`src/rtl/instr_encode_loader.sv`:
```
// instr_encode_loader
//   Packs one instruction per valid/ready handshake from separate fields into
//   a 32-bit ARM word and writes the words into consecutive instruction-memory
//   locations, starting at base_addr and wrapping modulo 2^ADDR_WIDTH.
//
// Ports:
//   clk, reset        clock and synchronous active-high reset
//   start             begin a load run (only looked at while idle)
//   base_addr         first word address of the run
//   num_words         number of legal instructions to write (0 = empty run)
//   in_valid/in_ready field-bundle handshake; in_ready is high only in LOAD
//   fmt ... branchImmediate
//                     instruction fields; fmt selects which of them are used
//   mem_we/mem_addr/mem_wdata
//                     registered one-cycle instruction-memory write port
//   busy              high whenever a run is in progress
//   done              one-cycle pulse at the end of a run
//   error             sticky flag, set when a bundle with fmt=11 is consumed

module instr_encode_loader #(
  parameter int ADDR_WIDTH = 6
) (
  input  logic                  clk,
  input  logic                  reset,
  input  logic                  start,
  input  logic [ADDR_WIDTH-1:0] base_addr,
  input  logic [ADDR_WIDTH:0]   num_words,
  input  logic                  in_valid,
  output logic                  in_ready,
  input  logic [1:0]            fmt,
  input  logic [3:0]            cond,
  input  logic [3:0]            opcode,
  input  logic                  sBit,
  input  logic                  immBit,
  input  logic [3:0]            rn,
  input  logic [3:0]            rd,
  input  logic [3:0]            rm,
  input  logic [7:0]            rm_shift,
  input  logic [7:0]            immediateVal,
  input  logic [3:0]            rotateVal,
  input  logic [11:0]           immediateOffset,
  input  logic                  prePostAddOffset,
  input  logic                  upDownOffset,
  input  logic                  byteOrWord,
  input  logic                  writeBack,
  input  logic                  loadStore,
  input  logic                  linkBit,
  input  logic [23:0]           branchImmediate,
  output logic                  mem_we,
  output logic [ADDR_WIDTH-1:0] mem_addr,
  output logic [31:0]           mem_wdata,
  output logic                  busy,
  output logic                  done,
  output logic                  error
);

  typedef enum logic [1:0] {
    IDLE,
    LOAD,
    WRITE,
    DONE
  } state_t;

  localparam logic [1:0] FMT_DP     = 2'b00;
  localparam logic [1:0] FMT_SDT    = 2'b01;
  localparam logic [1:0] FMT_BRANCH = 2'b10;

  state_t              state;
  logic [ADDR_WIDTH:0] remaining;
  logic [31:0]         encoded;
  logic [11:0]         dp_low12;
  logic [11:0]         sdt_low12;

  assign in_ready = (state == LOAD);

  // The meaning of immBit is inverted between the two formats: for data
  // processing it selects the rotated immediate, for load/store it selects
  // the shifted-register offset.
  always_comb begin
    dp_low12  = immBit ? {rotateVal, immediateVal} : {rm_shift, rm};
    sdt_low12 = immBit ? {rm_shift, rm} : immediateOffset;
    encoded   = 32'h0;
    case (fmt)
      FMT_DP:     encoded = {cond, 2'b00, immBit, opcode, sBit, rn, rd, dp_low12};
      FMT_SDT:    encoded = {cond, 2'b01, immBit, prePostAddOffset, upDownOffset,
                             byteOrWord, writeBack, loadStore, rn, rd, sdt_low12};
      FMT_BRANCH: encoded = {cond, 3'b101, linkBit, branchImmediate};
      default:    encoded = 32'h0;
    endcase
  end

  // Run control. An illegal bundle is swallowed without touching the word
  // count, so the run still ends only after num_words real writes.
  always_ff @(posedge clk) begin
    if (reset) begin
      state     <= IDLE;
      remaining <= '0;
      mem_we    <= 1'b0;
      mem_addr  <= '0;
      mem_wdata <= 32'h0;
      busy      <= 1'b0;
      done      <= 1'b0;
      error     <= 1'b0;
    end else begin
      case (state)
        IDLE: begin
          if (start) begin
            busy <= 1'b1;
            if (num_words != '0) begin
              mem_addr  <= base_addr;
              remaining <= num_words;
              error     <= 1'b0;
              state     <= LOAD;
            end else begin
              done  <= 1'b1;
              state <= DONE;
            end
          end
        end
        LOAD: begin
          if (in_valid) begin
            if (fmt == 2'b11) begin
              error <= 1'b1;
            end else begin
              mem_wdata <= encoded;
              mem_we    <= 1'b1;
              state     <= WRITE;
            end
          end
        end
        WRITE: begin
          mem_we    <= 1'b0;
          mem_addr  <= mem_addr + ADDR_WIDTH'(1);
          remaining <= remaining - (ADDR_WIDTH+1)'(1);
          if (remaining == (ADDR_WIDTH+1)'(1)) begin
            done  <= 1'b1;
            state <= DONE;
          end else begin
            state <= LOAD;
          end
        end
        DONE: begin
          done  <= 1'b0;
          busy  <= 1'b0;
          state <= IDLE;
        end
        default: state <= IDLE;
      endcase
    end
  end

endmodule

```
`config.mk`:
```
export PLATFORM = sky130hd
export DESIGN_NAME = instr_encode_loader
export DESIGN_NICKNAME = d
export VERILOG_FILES = /design/src/rtl/instr_encode_loader.sv
export SDC_FILE = /design/constraint.sdc
export NUM_CORES = 1
export LEC_CHECK = 0
export ABC_AREA = 1
export CORE_ASPECT_RATIO = 0.7
export CORE_MARGIN = 5
export CORE_UTILIZATION = 36
export DETAILED_ROUTE_END_ITERATION = 10
export PLACE_DENSITY = 0.87
export SETUP_SLACK_MARGIN = 0.2
export SLEW_MARGIN = 40
export SYNTH_ARGS = -nofsm -noshare
export SYNTH_HDL_FRONTEND = slang
export SYNTH_SLANG_ARGS = --single-unit
export TNS_END_PERCENT = 5
```
`constraint.sdc`:
```
create_clock -name clk -period 1.3 [get_ports clk]
set_input_delay 0.195 -clock clk [delete_from_list [all_inputs] [get_ports clk]]
set_output_delay 0.195 -clock clk [all_outputs]
set_load 0.02 [all_outputs]
```
==> out/metrics.yaml <==
route.detailed.drc: 0
numCtsBuffers: 5
period_minus_slack_ns: 1.38
fill_cells: 606
synthMostInstantiatedCell: "nand2_1"
leakage_uw: 0.00224
syn_inst: 418
ys_types: 30
critPathCaptureType: "flip-flop"
grt_max_degree: 26
via_per_inst: 5.32
synth.top_cells.by_count: "nand2_1, dfxtp_1, a21oi_1"
syn_area_per_cell_um2: 6.79
worstPathArrival_ns: 1.61
grt_pass1_wl_um: 17500
yosys.area.top_type_share: 0.359
fmax_ghz: 0.723
finalWirelength_um: 11600
synth_nets: 524
regArea_mm2: 0.00103
crit_type: "in -> reg"
synth_edf_count: 0
cts-root-buf: "clkbuf_16"
max_cap_viol_count: 0
final_nets: 711
cts_hold_buf: 0
grt_usage: 0.217
dr.pass1.iters: 4
busiest_layer: "met2"
h-tree-depth: 2
clkTransAtPathRegs_ns: 0.06
antennaDiodeCount: 0
initial_utilization: 0.366
drive_above_1_share: 0.304
core-area_mm2: 0.00777
vdd_drop_max_mv: 0.517
clkLatencyLatePin_ns: 0.29
yosysSeqAreaShare: 0.359
cp-start-kind: "primary input"
dr_total_vias: 3761
rsz0062_at_grt: "yes"
num_rows: 27
grt_use_met3: 0.0389
antenna_found_initial: 0
fin_util: 0.670
crit_fanout: 7
drt-initial-drc-count: 279
worst_slack_ns: -0.0826
hold_violations: 0
clkSinkCount: 51
synth_area_leader_cell: "dfxtp_1"
die_width_um: 116
multiInputGateArea_mm2: 0.00178
slew_headroom: 0.725
hpwl_um: 7910
synth_seq_cells: 51
timing.final.max_slew_violations: 0
finalSetupViolations: 23
finalCritPeriodShare: 1.06
die_y_um: 84.3
power_uw: 4910
outcome: "finished, violations left"
skew_ns: 0.00394
globalRouteMet2Util: 0.374
cts_buffer_depth: 2
tightest_slew_ns: 0.412
synth_ff_type: "dfxtp_1"
place.gp.congestion: 0.891
wire_per_inst_um: 16.5
die_area_mm2: 0.00979
hold_class: "in -> reg"
cts_tree: "yes"
power_density_mw_per_mm2: 943
synth_area_mm2: 0.00284
yosysWarningCount: 0
cp.required_ns: 1.52
violations: "setup timing"
io-pin-count: 146
grt_overflow: 0
grt_util_met1: 0.270
numPortBuffers: 145
ant_nets: 0
synthArstFlopShare: 0
syn_to_final_growth_pct: 83.4
synth.area.top_cells: "dfxtp_1, nand2_1, a21oi_1"
grt_pass1_vias: 3729
## timing repair
item                       4_1_cts  5_1_grt
gates resized for setup        204       73
gates cloned                     2        4
pin swaps                       20       16
setup buffers                    2        7
setup endpoints to repair       93       73
hold endpoints to repair         0        0
## cell families after synthesis
group | share of synthesized area
xor gates and xnor gates | 0.00308
adders and majority gates | 0.0132
AOI/OAI and AO/OA | 0.281
and+or+nand+nor | 0.237
buffers and inverters | 0.106
DFF | 0.359
## layer usage
layer,up-vias,share of wire
met1,1754,0.41
met4,0,0.032
li1,1803,-
met3,39,0.067
met2,165,0.49
met5,-,0
## registers in the layout, indices dropped and copies added, names as in the netlist
name       flops
remaining      7
mem_wdata     32
mem_we         1
done           1
error          1
busy           1
mem_addr       6
state          2
## final cells by class
cell class,instances,share of cell area
timing repair buffer,204,0.372
multi-input combinational,301,0.342
sequential,51,0.198
inverter,42,0.0331
clock buffer,8,0.0300
tap,101,0.0243
## power by group
group          switching (uW)  total (uW)  internal [uW]
Clock                     566        1390            821
Combinational             851        1720            867
Sequential                114        1810           1700
## cells in the final DEF (no fill, tap or decap), drive strengths merged
cell type / n
a22o: 3
o21ai: 43
o32ai: 1
buf: 94
ha: 3
o21bai: 2
nor2: 33
xor2: 1
a31oi: 21
nand3: 15
clkdlybuf4s15: 4
o211ai: 23
or2: 1
o22ai: 1
clkinv: 1
clkdlybuf4s50: 99
dlymetal6s2s: 2
clkbuf: 12
a41oi: 2
o21a: 2
inv: 41
dlygate4sd2: 1
dfxtp: 51
a21oi: 38
nand4: 6
nand2: 106
## worst paths after layout
kind	startpoint	depth (start not counted)	slack, ns	end
min reg2reg	mem_wdata[29]	2	0.49	mem_wdata[29]
max reg2reg	state[0]	8	-0.05	remaining[6]
min	num_words[5]	5	0.34	remaining[5]
max	num_words[0]	9	-0.08	remaining[0]
## worst max-delay path: stages
cell             delay, ns
clkdlybuf4s50_1       0.42
inv_1                 0.12
nand2_1               0.12
nor2_4                0.14
nand3_4               0.12
nand3_2               0.13
buf_6                 0.14
nand2_1               0.08
a21oi_2               0.13
## through the flow
step / setup WS (ns) / setup TNS (ns) / hold slack, ns / cells / cell area, um^2
detailed placement: -0.335 / -12.15 / 0.460 / 684 / 4690
global placement: -0.271 / -10.63 / 0.453 / 684 / 4690
floorplan: -0.0257 / -0.121 / 0.264 / 418 / 2860
finish: -0.0826 / -0.806 / 0.339 / 707 / 5210
global route: -0.123 / -3.41 / 0.355 / 707 / 5210
CTS: 0.000508 / 0 / 0.469 / 696 / 5030
Note: power is estimated with default switching activity, not from simulation.
==> RTL edit: new RTL, same settings <==
The 4 states of `state_t` get a one-hot encoding in 4 bits.
--- a/src/rtl/instr_encode_loader.sv
+++ b/src/rtl/instr_encode_loader.sv
@@ -54,11 +54,11 @@
   output logic                  error
 );
 
-  typedef enum logic [1:0] {
-    IDLE,
-    LOAD,
-    WRITE,
-    DONE
+  typedef enum logic [3:0] {
+    IDLE  = 4'b0001,
+    LOAD  = 4'b0010,
+    WRITE = 4'b0100,
+    DONE  = 4'b1000
   } state_t;
 
   localparam logic [1:0] FMT_DP     = 2'b00;
Formal check against the unedited RTL: same outputs for any inputs over 10 cycles, from zero or initial values and one cycle with reset high; not proved beyond that.
==> RTL edit against the original RTL <==
The run still ends with negative setup slack left. First-iteration DRC count down 13%. Sequential cell count up 2. Final area down 0.24%. Worst setup slack worse by 0.077 ns. Wire length down 1.3%. Via count up 4.9%. Die area up 9.3%. Final cell count up 11%. Non-clock buffer count down 5. Global-route usage down 0.74 points. Area after synthesis up 10%. Critical path type is now reg -> reg.
Power is not compared: it rests on default switching activity, and its combinational part moved more than twofold at a synthesized area within 25%.
==> RTL edit: results (changes against the original RTL) <==
synth_commonest_cells: "102 x nand2_1, 92 x nor2_1, 53 x dfxtp_1"  # was 105 x nand2_1, 51 x dfxtp_1, 38 x a21oi_1
rr_worst_depth: 11  # was 8
synth_compound_area_share_pct: 18.6  # was 28.1%
drive_gt1_share_pct: 22.6  # was 30.4%
ys_seq_area_share_pct: 33.8  # was 35.9%
post-dp-hpwl_mm: 8.69  # was 7.91 mm
grt_pass1_wl_mm: 18.4  # was 17.5 mm
nFillCells: 783  # was 606
slowest_stage: "dfxtp_2"  # was clkdlybuf4s50_1
hold_depth: 2  # was 5
hold_ws_ns: 0.464  # was 0.339 ns
viasPerCell: 5.03  # was 5.32
status: "complete, but fails checks"  # unchanged
tightest_slew_ns: 0.315  # was 0.412 ns
placed_area_mm2: 0.00502  # was 0.00469 mm2
violations: "negative setup slack"  # unchanged
fin_worst_skew_ns: 0.00603  # was 0.00394 ns
drtIter0Drc: 244  # was 279
place.gp.congestion: 0.841  # was 0.891
synth_area_leaders: "dfxtp_1 34%, nand2_1 12%, nor2_1 11%"  # was dfxtp_1 36%, nand2_1 14%, a21oi_1 6.7%
reg2reg_slack_ns: -0.16  # was -0.05 ns
min_to: "done$_SDFFE_PP0P_"  # was remaining[5]$_SDFFE_PP0P_
synth_nets: 590  # was 524
critical-path-max-stage-delay_ns: 0.34  # was 0.42 ns
worst_slack_ns: -0.159  # was -0.0826 ns
grt_pass1_vias: 3908  # was 3729
finalSetupViolCount: 52  # was 23
drt_wl_total_mm: 11.5  # was 11.6 mm
numPlacedInstances: 772  # was 684
==> RTL edit: cell count changes after synthesis, moves of 5 or more <==
cell,delta
nand3_1,+27
o21ai_0,+21
inv_1,+5
nor2_4,+5
a21oi_1,-23
buf_4,+6
o21ai_1,-14
a22o_1,+5
a31oi_1,-21
nor2_1,+65
==> RTL edit: area by class of cell <==
type | instances | share of cell area [%]
multi-input combinational | 358 | 35.2
clock inverter | 3 | 1.25
tap | 120 | 2.89
inverter | 47 | 3.49
timing repair buffer | 199 | 34.2
clock buffer | 5 | 2.41
sequential | 53 | 20.5
==> RTL edit: power groups by stage <==
stage	clock network, mW	logic [mW]	registers (mW)
after floorplan	0	1.81	2.38
after global placement	0	3.46	2.18
after detailed placement	0	3.63	2.20
after CTS	1.72	3.87	2.18
after global routing	1.78	4.58	2.24
final	1.69	4.20	2.20
==> RTL edit: per-layer routing <==
layer  GRT usage, %  wire, um  vias to the layer above  share of wire [%]
li1               -         -                     1942                  -
met1           25.0      4700                     1849                 41
met2           38.6      5850                      136                 51
met3           4.00       703                       18                6.1
met4           6.00       229                        0                2.0
met5              0         0                        -                  0
==> RTL edit: timing repair <==
item / 4_1_cts / 5_1_grt
pin swaps: 10 / 16
hold endpoints to repair: 0 / 0
hold buffers: 0 / 0
gates cloned: 0 / 0
endpoints found under the setup margin: 96 / 82
gates resized for setup: 166 / 52
setup buffers: 2 / 3
==> RTL edit: metrics by stage <==
stage / setup slack (ns) / setup TNS (ns) / util (%)
after global routing: -0.241 / -9.17 / 61.3
after detailed placement: -0.379 / -16.45 / 59.2
final: -0.159 / -4.34 / 61.3
after CTS: -0.149 / -4.08 / 62.0
after global placement: -0.336 / -13.33 / 59.2
after floorplan: 0.0211 / 0 / -
==> RTL edit: worst max-delay path by stage <==
stage / start / end / slack (ns)
2_1_floorplan: mem_addr[0]$_SDFFE_PP0P_ / mem_addr[4]$_SDFFE_PP0P_ / 0.02
3_3_place_gp: fmt[0] / mem_wdata[26]$_SDFFE_PP0P_ / -0.34
3_5_place_dp: fmt[0] / mem_wdata[27]$_SDFFE_PP0P_ / -0.38
4_1_cts: state[2]$_SDFFE_PP0P_ / remaining[6]$_SDFFE_PP0P_ / -0.15
5_1_grt: state[3]$_SDFFE_PP0P_ / remaining[6]$_SDFFE_PP0P_ / -0.24
6_report: state[3]$_SDFFE_PP0P_ / remaining[6]$_SDFFE_PP0P_ / -0.16
==> RTL edit: cell families after synthesis <==
| group | Yosys count |
|---|---|
| AND/OR/NAND/NOR | 256 |
| flip-flops | 53 |
| XOR/XNOR | 1 |
| adder cells (fa/ha/maj) | 3 |
| AO/OA/AOI/OAI | 98 |
| buffers and inverters | 73 |
